**src/rtl/commit_ctrl_pkg.sv**
```systemverilog
// Shared definitions for the commit stage: datapath widths, ROB head type
// encodings and commit FSM state encodings.
package commit_ctrl_pkg;

    localparam int REG_IDX_LN = 5;
    localparam int ROB_IDX_LN = 4;
    localparam int WORD       = 32;

    typedef enum logic [1:0] {
        HT_REG    = 2'd0,
        HT_STORE  = 2'd1,
        HT_BRANCH = 2'd2,
        HT_NOP    = 2'd3
    } head_type_e;

    typedef enum logic [1:0] {
        S_IDLE    = 2'd0,
        S_ST_WAIT = 2'd1,
        S_FLUSH   = 2'd2
    } state_e;

    // Register writeback happens for REG results and for link-writing branches
    // (JAL/JALR); x0 is never written.
    function automatic logic writes_rd(head_type_e t, logic [REG_IDX_LN-1:0] rd);
        return ((t == HT_REG) || (t == HT_BRANCH)) && (rd != '0);
    endfunction

endpackage

```
**src/rtl/commit_ctrl.sv**
```systemverilog
// In-order commit controller: retires the ROB head, writes the regfile,
// hands stores to the LSU, and triggers rollback/flush on branch mispredicts.
module commit_ctrl
    import commit_ctrl_pkg::*;
(
    input  logic                  clk,
    input  logic                  rst,
    input  logic                  rdy,

    input  logic                  head_vld,
    input  logic                  head_done,
    input  logic [1:0]            head_type,
    input  logic [REG_IDX_LN-1:0] head_rd,
    input  logic [WORD-1:0]       head_val,
    input  logic [ROB_IDX_LN-1:0] head_idx,
    input  logic                  head_mispred,
    input  logic [WORD-1:0]       head_target,

    output logic                  rob_pop,
    output logic                  rob_wr_ena,
    output logic [REG_IDX_LN-1:0] rob_wr_rd,
    output logic [WORD-1:0]       rob_wr_val,
    output logic [ROB_IDX_LN-1:0] rob_wr_idx,
    output logic                  reg_rb,

    output logic                  st_req,
    input  logic                  st_ack,

    output logic                  flush,
    output logic [WORD-1:0]       flush_pc,
    output logic [WORD-1:0]       commit_cnt
);

    state_e     state;
    state_e     state_nxt;
    head_type_e htype;
    logic       commitable;

    always_comb begin
        // NOTE: every output of this block gets a default first, so no path
        // through the case below can leave one unassigned and infer a latch.
        htype      = head_type_e'(head_type);
        commitable = (state == S_IDLE) && rdy && head_vld && head_done;
        state_nxt  = state;
        rob_pop    = 1'b0;
        rob_wr_ena = 1'b0;
        rob_wr_rd  = '0;
        rob_wr_val = '0;
        rob_wr_idx = '0;
        reg_rb     = 1'b0;
        flush      = 1'b0;
        flush_pc   = '0;

        // Reset outranks everything, including a commitable head or an ack.
        if (!rst) begin
            case (state)
                S_IDLE: begin
                    if (commitable) begin
                        if (htype == HT_STORE) begin
                            state_nxt = S_ST_WAIT;
                        end else begin
                            rob_pop    = 1'b1;
                            rob_wr_ena = writes_rd(htype, head_rd);
                            rob_wr_rd  = head_rd;
                            rob_wr_val = head_val;
                            rob_wr_idx = head_idx;
                            // Mispredict only means something on a branch.
                            if ((htype == HT_BRANCH) && head_mispred) begin
                                reg_rb    = 1'b1;
                                flush     = 1'b1;
                                flush_pc  = head_target;
                                state_nxt = S_FLUSH;
                            end
                        end
                    end
                end

                S_ST_WAIT: begin
                    if (rdy && st_ack) begin
                        rob_pop    = 1'b1;
                        rob_wr_rd  = head_rd;
                        rob_wr_val = head_val;
                        rob_wr_idx = head_idx;
                        state_nxt  = S_IDLE;
                    end
                end

                S_FLUSH: begin
                    // One quiet cycle while the ROB and RS clear themselves.
                    if (rdy) begin
                        state_nxt = S_IDLE;
                    end
                end

                default: begin
                    state_nxt = S_IDLE;
                end
            endcase
        end
    end

    always_ff @(posedge clk) begin
        // NOTE: state is written with non-blocking assignments so every
        // register here samples the pre-edge values, independent of order.
        if (rst) begin
            state      <= S_IDLE;
            st_req     <= 1'b0;
            commit_cnt <= '0;
        end else begin
            state  <= state_nxt;
            // st_req is high exactly for the cycles spent in ST_WAIT.
            st_req <= (state_nxt == S_ST_WAIT);
            if (rob_pop) begin
                commit_cnt <= commit_cnt + 32'd1;
            end
        end
    end

endmodule
```
**config.mk**
```make
export PLATFORM = sky130hd
export DESIGN_NAME = commit_ctrl
export DESIGN_NICKNAME = d
export VERILOG_FILES = /design/src/rtl/commit_ctrl_pkg.sv /design/src/rtl/commit_ctrl.sv
export SDC_FILE = /design/constraint.sdc
export NUM_CORES = 1
export LEC_CHECK = 0
export CAP_MARGIN = 0
export CORE_ASPECT_RATIO = 0.8
export CORE_MARGIN = 10
export CORE_UTILIZATION = 34
export CTS_CLUSTER_SIZE = 25
export DETAILED_ROUTE_END_ITERATION = 7
export GPL_TIMING_DRIVEN = 0
export PLACE_DENSITY = 0.9
export SLEW_MARGIN = 20
export SYNTH_ARGS = -nofsm -noshare
export SYNTH_HDL_FRONTEND = slang
export SYNTH_SLANG_ARGS = --single-unit
```
**constraint.sdc**
```tcl
create_clock -name clk -period 2.6 [get_ports clk]
set_input_delay 0.65 -clock clk [delete_from_list [all_inputs] [get_ports clk]]
set_output_delay 0.65 -clock clk [all_outputs]
set_load 0.01 [all_outputs]
```
======== After elaboration in Yosys (flattened, before gate mapping) ========
Cells that the tools add are included.
word-level totals
  register bits after elaboration ......... 35
  input bits .............................. 82
  output and inout port bits .............. 110
cells by class
  add/sub/neg operators ................... 1
  equality and inequality tests ........... 5
  muxes and demuxes ....................... 41
  reductions and logical operators ........ 10
operators with widths
  cell                                           count
  two-way mux 32 bit                             9
  case mux 32 bit (2 select lines)               1
  adder 32 x 1 -> 32 bit, second input constant  1
  two-way mux 5 bit                              4
  two-way mux 4 bit                              4
  two-way mux 1 bit                              13
  two-way mux 2 bit                              6
  case mux 5 bit (2 select lines)                1
  case mux 4 bit (2 select lines)                1
  == test 2 x 1 -> 1 bit, second input constant  3
  logical AND 1 bit                              6
  case mux 2 bit (3 select lines)                1
  nonzero test 5 bit                             1
  == test 2 bit, second input constant           2
  zero test 2 bit                                2
  case mux 1 bit (2 select lines)                1
  logical OR 1 bit                               1

======== Logic depth before layout (Yosys ltp) ========
Gate-level depths: netlist (run 1).
  word-level depth ........................ 8
  mapped depth ............................ 6

======== Worst setup path before layout (run 1) ========
No wires, ideal clock.
  path kind ............................... input-to-output
  from .................................... input port head_done
  to ...................................... output port flush_pc[22]
  arrival time ............................ 1.857 ns
  required time ........................... 1.950 ns
  slack ................................... 0.093 ns
  cell stages on the path ................. 5
  path through ............................ nand3b_4 -> or2_1 -> nor4_2 -> clkbuf_1 -> and2_1
between the ends
  cells in the longest elaborated chain, start to end .. 4
RTL lines
  item                line               RTL
  start, declared     commit_ctrl.sv:11  input logic head_done,
  logical AND 1 bit   commit_ctrl.sv:43  commitable = (state == S_IDLE) && rdy && head_vld && head_done;
  two-way mux 32 bit  commit_ctrl.sv:58  if (commitable) begin
  two-way mux 32 bit  commit_ctrl.sv:56  case (state)
  two-way mux 32 bit  commit_ctrl.sv:55  if (!rst) begin
  end, declared       commit_ctrl.sv:30  output logic [WORD-1:0] flush_pc,
Every way passes these cells.

======== Worst setup path in the final report (run 1) ========
  from .................................... input port head_type[0]
  to ...................................... output port rob_wr_val[15]
between the ends
  cells in the longest elaborated chain, start to end .. 5
RTL lines
  item                              line               RTL
  start, declared                   commit_ctrl.sv:12  input logic [1:0] head_type,
  == test 2 x 1 -> 1 bit            commit_ctrl.sv:59  if (htype == HT_STORE) begin
  two-way mux 32 bit                commit_ctrl.sv:59
  two-way mux 32 bit                commit_ctrl.sv:58
  case mux 32 bit (2 select lines)  commit_ctrl.sv:56
  two-way mux 32 bit                commit_ctrl.sv:55
  end, declared                     commit_ctrl.sv:22  output logic [WORD-1:0] rob_wr_val,
Every way passes these cells.

==> results of run 1 <==
==> flip-flops by register name, summed over array words and instances (netlist names) <==
signal      cells
st_req          1
state           2
commit_cnt     32
==> worst max-delay path: stages <==
cell and delay, ps:
buf_2 130, nor2b_4 140, o31ai_4 310, buf_6 190
clkbuf_8 150, and3_4 190, buf_6 110
==> layer usage <==
metal / vias up / share of wire (%)
met2: 109 / 53
met3: 16 / 7.3
met5: - / 0
met4: 0 / 1.6
li1: 1458 / -
met1: 1478 / 39
==> metrics by stage <==
stage	util (%)	area (um^2)	TNS (ps)	std cells	hold WS, ps
3_3_place_gp	64.3	4430	-77060	568	465
6_report	65.6	4520	0	590	509
5_1_grt	65.6	4520	0	590	528
4_1_cts	65.5	4510	0	589	493
2_1_floorplan	-	2410	0	290	476
3_5_place_dp	64.3	4430	-80780	568	475
==> placed cells by master (no fill, tap or decap), drive strengths merged, types with 3 or more instances in the layout <==
| cell | instances |
|---|---|
| mux2 | 3 |
| or4 | 3 |
| nor2 | 33 |
| nor2b | 4 |
| dfxtp | 35 |
| clkdlybuf4s50 | 104 |
| buf | 90 |
| and3 | 41 |
| a21oi | 4 |
| nand2 | 13 |
| and2 | 32 |
| nand4 | 15 |
| nor3 | 7 |
| xor2 | 7 |
| xnor2 | 15 |
| nand3 | 10 |
| o311ai | 3 |
| nor4 | 13 |
| dlygate4sd2 | 6 |
| or2 | 4 |
| clkbuf | 29 |
| nor4b | 3 |
| inv | 3 |
==> cell type report <==
type	instances	area, um^2
Antenna cell	1	2.50
Buffer	21	185
Clock buffer	6	82.6
Clock inverter	1	5.00
Fill cell	579	2370
Inverter	3	11.3
Multi-Input combinational cell	231	1690
Sequential cell	35	701
Tap cell	87	109
Timing Repair Buffer	205	1740
==> repair_timing <==
| action | 4_1_cts | 5_1_grt |
|---|---|---|
| resized for setup | 385 | 10 |
| endpoints found under the setup margin | 77 | 40 |
| hold endpoints to repair | 0 | 0 |
| pin swaps | 5 | 2 |
| gates cloned | 6 | 0 |
| buffers inserted | 8 | 0 |
==> worst max-delay path by stage <==
stage                      to  slack [ps]  cells after the start         start
3_5_place_dp     flush_pc[23]       -1200                      7           rdy
4_1_cts               rob_pop          30                      6  head_type[0]
3_3_place_gp     flush_pc[28]       -1100                      7           rdy
5_1_grt          flush_pc[22]          10                      8      head_vld
2_1_floorplan    flush_pc[22]          90                      5     head_done
6_report       rob_wr_val[15]          70                      7  head_type[0]
==> cell families after synthesis <==
| kind of cell | synth area share, % |
|---|---|
| simple gates | 51.1 |
| flops | 29.1 |
| buf+inv | 4.57 |
| xor+xnor | 7.99 |
| compound gates | 4.98 |
| mux | 1.82 |
| fa+ha+maj | 0.519 |
==> power breakdown <==
group          switching (W)  total [W]  internal, W
clock network       0.000196   0.000404     0.000208
logic              0.0000942   0.000252     0.000158
registers         0.00000253   0.000540     0.000538
total               0.000292    0.00120     0.000903
==> metrics.md, run 1 <==
| Metric | Value |
|---|---|
| Status | completed |
| Overall power | 0.00120 W |
| CTS root buf | clkbuf_8 |
| Synthesized area | 0.00241 mm^2 |
| Final hold violations | 0 |
| I/O pin cnt | 192 |
| Routed wire length | 12,200 um |
| CP Capture Type | primary output |
| Leakage | roughly 2.1 nW |
| GRT met2 Usage | 35.8% |
| Max-cap viol count | 0 |
| Number of global-route vias before repair | 3,164 |
| Die H | 95.3 um |
| GPL Wtd Cong | ~0.83 |
| PwrDens | 265 mW/mm^2 |
| Max Freq | 0.396 GHz |
| Met3 Track Usage GR | under 10% |
| CTS Buf Count | 5 |
| Port bufs | 191 |
| H-tree depth | 2 |
| Top cells by area, synth | dfxtp_1 (29%), and3_1 (11%), and2_1 (8.3%) |
| Pins Over Slew Limit | 0 |
| Hold Crit Endpoint | commit_cnt[31] |
| Routed Antenna Nets | 0 |
| TritonCTS Sinks | 35 |
| Critical path arrival | between 1500 and 2000 ps |
| Fin nets | 585 |
| RSZ-0062 raised after global routing | false |
| Rows | 27 |
| Worst Setup Slack, final | between 70 and 80 ps |
| Syn-to-layout area delta | 87.4% |
| CP Launch Type | input port |
| CP Class | in -> out |
| Reg2reg setup slack | 530 ps |
| Clock network latency to the later pin of the worst-skew pair | between 200 and 300 ps |
| Worst Skew | 8.75 ps |
| Final period utilization | a little over nine tenths |
| Initial antenna violation count | 1 |
| Initial core utilization | 35.0% |
| Main synth FF type | dfxtp_1 |
| Met1 Use GR | 25.1% |
| Cts hold-fix bufs | 0 |
| Max Root-Sink Buffers | 2 |
| Post-synth net total | ~370 |
| Peak VDD IR | 0.194 mV |
| Hold Crit Class | reg -> reg |
| Top cell type by total area after synthesis | dfxtp_1 |
| Mean Syn Cell Area | 8.31 um^2 |
| Overall Global Routing Usage | 20.6% |
| Hold Path Depth | 2 |
| Synth top cells by count | and3_1 (41), dfxtp_1 (35), and2_1 (32), nor2_1 (32), clkbuf_1 (16) |
| Pre-CTS setup slack | -1200 ps |
| Vias | 3,061 |
| Slew headroom | between 40% and 50% |
| DP Wirelength | 9600 um |
| Worst-margin pin slew | 779 ps |
| GRT Max-Usage Layer | met2 |
| Drt pass-1 iters | 4 |
| CTS tree | built |
| Drt initial violations | 166 |
| Post-synth EDFFs | 0 |
| Core ar. | 0.00689 mm^2 |
| FF-to-FF path depth | 7 |
| Reg-to-Reg Start | state[1] |
| Clock transition at the registers of the reported paths | 70 ps |
| Most common cell in the netlist | and3_1 |
| Die Wd | 114 um |
| Crit path time final | 2530 ps |
| Netlist cell types | 48 |
| CP required | 1950 ps |
| Hold Crit Start | commit_cnt[31] |
| Layout cell share with drive strength beyond 1 | 29.9% |
| # DRC | 0 |
| Async SR Flop Fraction | 0% |
| DIE AREA | 0.0109 mm^2 |
| Congestion Overflow GR | 0 |
| Synth top area share | 29.1% |
| Syn. warnings | 0 |
| First-pass GRT wire length | 18,100 um |
| Routed vias/inst | about 5.2 |
| Syn Inst Count | 290 |
| Sequential-to-total area share from yosys stat | 29.1% |
| Post-synthesis register bit count | 35 |
| DR WL/cell | just over 20 um |
| Final setup viols | 0 |
| Largest net degree at the start of global routing | 11 |
| Crit-path max FO | 6 |
| Reg2reg end | commit_cnt[27] |
(Power assumes the default switching activity.)
==> inputs of run 2 (changes only) <==
CORE_MARGIN = not set   (was 10)
CTS_CLUSTER_DIAMETER = 80   (was not set)
GPL_ROUTABILITY_DRIVEN = 0   (was not set)
==> metrics.md, run 2 (synthesis gave the netlist of run 1 again) <==
| Metric | Value |
|---|---|
| Initial core utilization | 35.2% (+0.17 points) |
| CP Capture Type | primary output |
| Final setup viols | 0 (unchanged) |
| Core Util, Final | 69.4% (+3.8 points) |
| Congestion Overflow GR | 0 (unchanged) |
| Hold Crit Endpoint | st_req |
| Core ar. | 0.00686 mm^2 (-0.49%) |
| Worst-margin pin slew | 730 ps (-49.5 ps) |
| Fill cells | 535 (-7.6%) |
| Clock transition at the registers of the reported paths | 70 ps (about the same) |
| Crit path largest cell delay | 310 ps (about the same) |
| DR WL/cell | 17.3 um (-16%) |
| Largest Register | commit_cnt |
| Worst Skew | 4.29 ps (-4.45 ps) |
| Final period utilization | 100% (+2.7 points) |
| Reg-to-Reg Start | state[1] |
| Max-cap viol count | 0 (unchanged) |
| Placed cell areas | 0.00443 mm^2 (unchanged) |
| Peak VDD IR | 0.291 mV (+50%) |
| TritonCTS Sinks | 35 (unchanged) |
| Die Wd | 96.2 um (-16%) |
| Syn-to-layout area delta | 97.4% |
| Final hold violations | 0 (unchanged) |
| Port bufs | 191 (unchanged) |
| Fin nets | 593 (+1.4%) |
| Cell mode on critical path | buf_6 |
| CP Class | in -> out |
| # DRC | 0 (unchanged) |
| Cell Count, Final, Fillers Out | 598 (+1.4%) |
| Overall power | 0.00132 W (+10%) |
| Hold Path Depth | 1 (-1) |
| Rows | 27 (unchanged) |
| ANT cells | 0 (-1) |
| Slowest-stage cell, CP | o31ai_4 |
| CTS Buf Count | 5 (unchanged) |
| Number of global-route vias before repair | 2,982 (-5.8%) |
| Crit path time final | 2600 ps (+71.0 ps) |
| Pins Over Slew Limit | 0 (unchanged) |
| Hold slack | 496 ps (-12.9 ps) |
| Slew headroom | 51.3% (+3.3 points) |
| Initial antenna violation count | 0 (-1) |
| WP buf/inv | 5 (+1) |
| Critical path arrival | 1950 ps (+70 ps) |
| Reg2reg end | commit_cnt[25] |
| Crit-path max FO | 6 (unchanged) |
| CP Launch Type | input port |
| CTS root buf | clkbuf_8 |
| Die H | 77.3 um (-19%) |
| Met3 Track Usage GR | 7.34% (+1.4 points) |
| Commonest non-fill, non-tap cells in the layout | clkdlybuf4s50_1 (104), buf_2 (51), and3_1 (34), dfxtp_1 (34), nor2_1 (31) |
| Inst Count DP | 568 (unchanged) |
| CTS tree | built |
| H-tree depth | 2 (unchanged) |
| Top Family by Delay on Critical Path | buffers and inverters |
| Layout cell share with drive strength beyond 1 | 34.8% (+5.0 points) |
| DP Wirelength | 7350 um (-23%) |
| Commonest non-fill, non-tap cell in the layout | clkdlybuf4s50_1 |
| Vias | 3,093 (+1.0%) |
| RSZ-0062 raised after global routing | true |
| First-pass GRT wire length | 15,500 um (-14%) |
| Design area | 0.00476 mm^2 (+5.3%) |
| Largest registers | commit_cnt x32, state x2, st_req x1 |
| PwrDens | 277 mW/mm^2 (+4.7%) |
| Max reg flops | 32 (unchanged) |
| FF-to-FF path depth | 8 (+1) |
| Max Root-Sink Buffers | 2 (unchanged) |
| Routed wire length | 10,300 um (-15%) |
| Critical Path Source | head_done |
| Drt pass-1 iters | 4 (unchanged) |
| Max Freq | 0.385 GHz (-2.7%) |
| Status | completed |
| Clock network latency to the later pin of the worst-skew pair | 290 ps (about the same) |
| DIE AREA | 0.00743 mm^2 (-32%) |
| GRT met2 Usage | 44.0% (+8.2 points) |
| CP required | 1950 ps (about the same) |
| Met1 Use GR | 33.9% (+8.8 points) |
| Drt initial violations | 106 (-36%) |
| Routed vias/inst | 5.17 (-0.31%) |
| Hold Crit Start | state[1] |
| Hold Crit Class | reg -> reg |
| Overall Global Routing Usage | 26.4% (+5.8 points) |
| Leakage | 2.16 nW (+3.5%) |
| GRT Max-Usage Layer | met2 |
| CP cell instances | buf_6 > nand3b_4 > buf_6 > o31ai_4 > buf_6 > clkbuf_8 > and3_1 > buf_2 |
| Routed Antenna Nets | 0 (unchanged) |
| Largest net degree at the start of global routing | 12 (+1) |
| Critical Path Stages | 8 (+1) |
| I/O pin cnt | 192 (unchanged) |
| Reg2reg setup slack | 430 ps (-100 ps) |
run 2: changes by cell type in the layout (fill, tap and decap cells not counted), moves of 3 or more:
cell	change
clkbuf_8	-3
and2_1	-14
buf_6	+12
and2_4	+14
buf_4	+4
buf_2	-10
clkdlybuf4s15_2	+3
buf_8	+7
run 2: repair_timing:
action                                  4_1_cts  5_1_grt
gates cloned                                  7        0
pin swaps                                     7        2
hold buffers                                  0        0
gates resized for setup                     378       61
endpoints found under the setup margin       77       73
buffers inserted                             13        2
run 2: worst max-delay path by stage:
stage / to
floorplan: flush_pc[22]
global placement: rob_wr_rd[1]
detailed placement: flush_pc[26]
CTS: rob_wr_val[23]
global route: rob_wr_val[12]
finish: rob_wr_val[12]
run 2: worst register-to-register path, stage by stage (launching register included):
cell and delay (ps):
dfxtp_2 350, nand3b_4 170, buf_6 140, o31a_1 330, buf_4 150, buf_4 160, nor2_1 280, nand4_1 160
mux2_1 330
run 2: stage by stage:
stage          setup TNS, ps  worst slack [ps]
2_1_floorplan              0              93.3
3_3_place_gp          -78880             -1090
3_5_place_dp          -84630             -1230
4_1_cts                    0              14.5
5_1_grt                 -323             -52.3
6_report                   0             0.809
run 2: cell type report:
type	instances	area (um^2)	share of cell area, %
clock buffers	6	82.6	1.74
plain buffers	21	199	4.18
flip-flops and latches	35	702	14.7
multi-input cells	231	1730	36.3
repair buffers	213	1890	39.8
clock inverters	2	35.0	0.736
well taps	87	109	2.29
inverters	3	11.3	0.237
run 2: report_power, final:
group | internal (W) | total, W | switching, W
logic | 0.000166 | 0.000262 | 0.0000962
clock network | 0.000310 | 0.000516 | 0.000206
registers | 0.000537 | 0.000540 | 0.00000275
run 2: routing by layer:
metal,vias to the layer above,routed length (um)
met2,123,5250
li1,1476,-
met5,-,0
met1,1483,4140
met3,11,866
met4,0,69
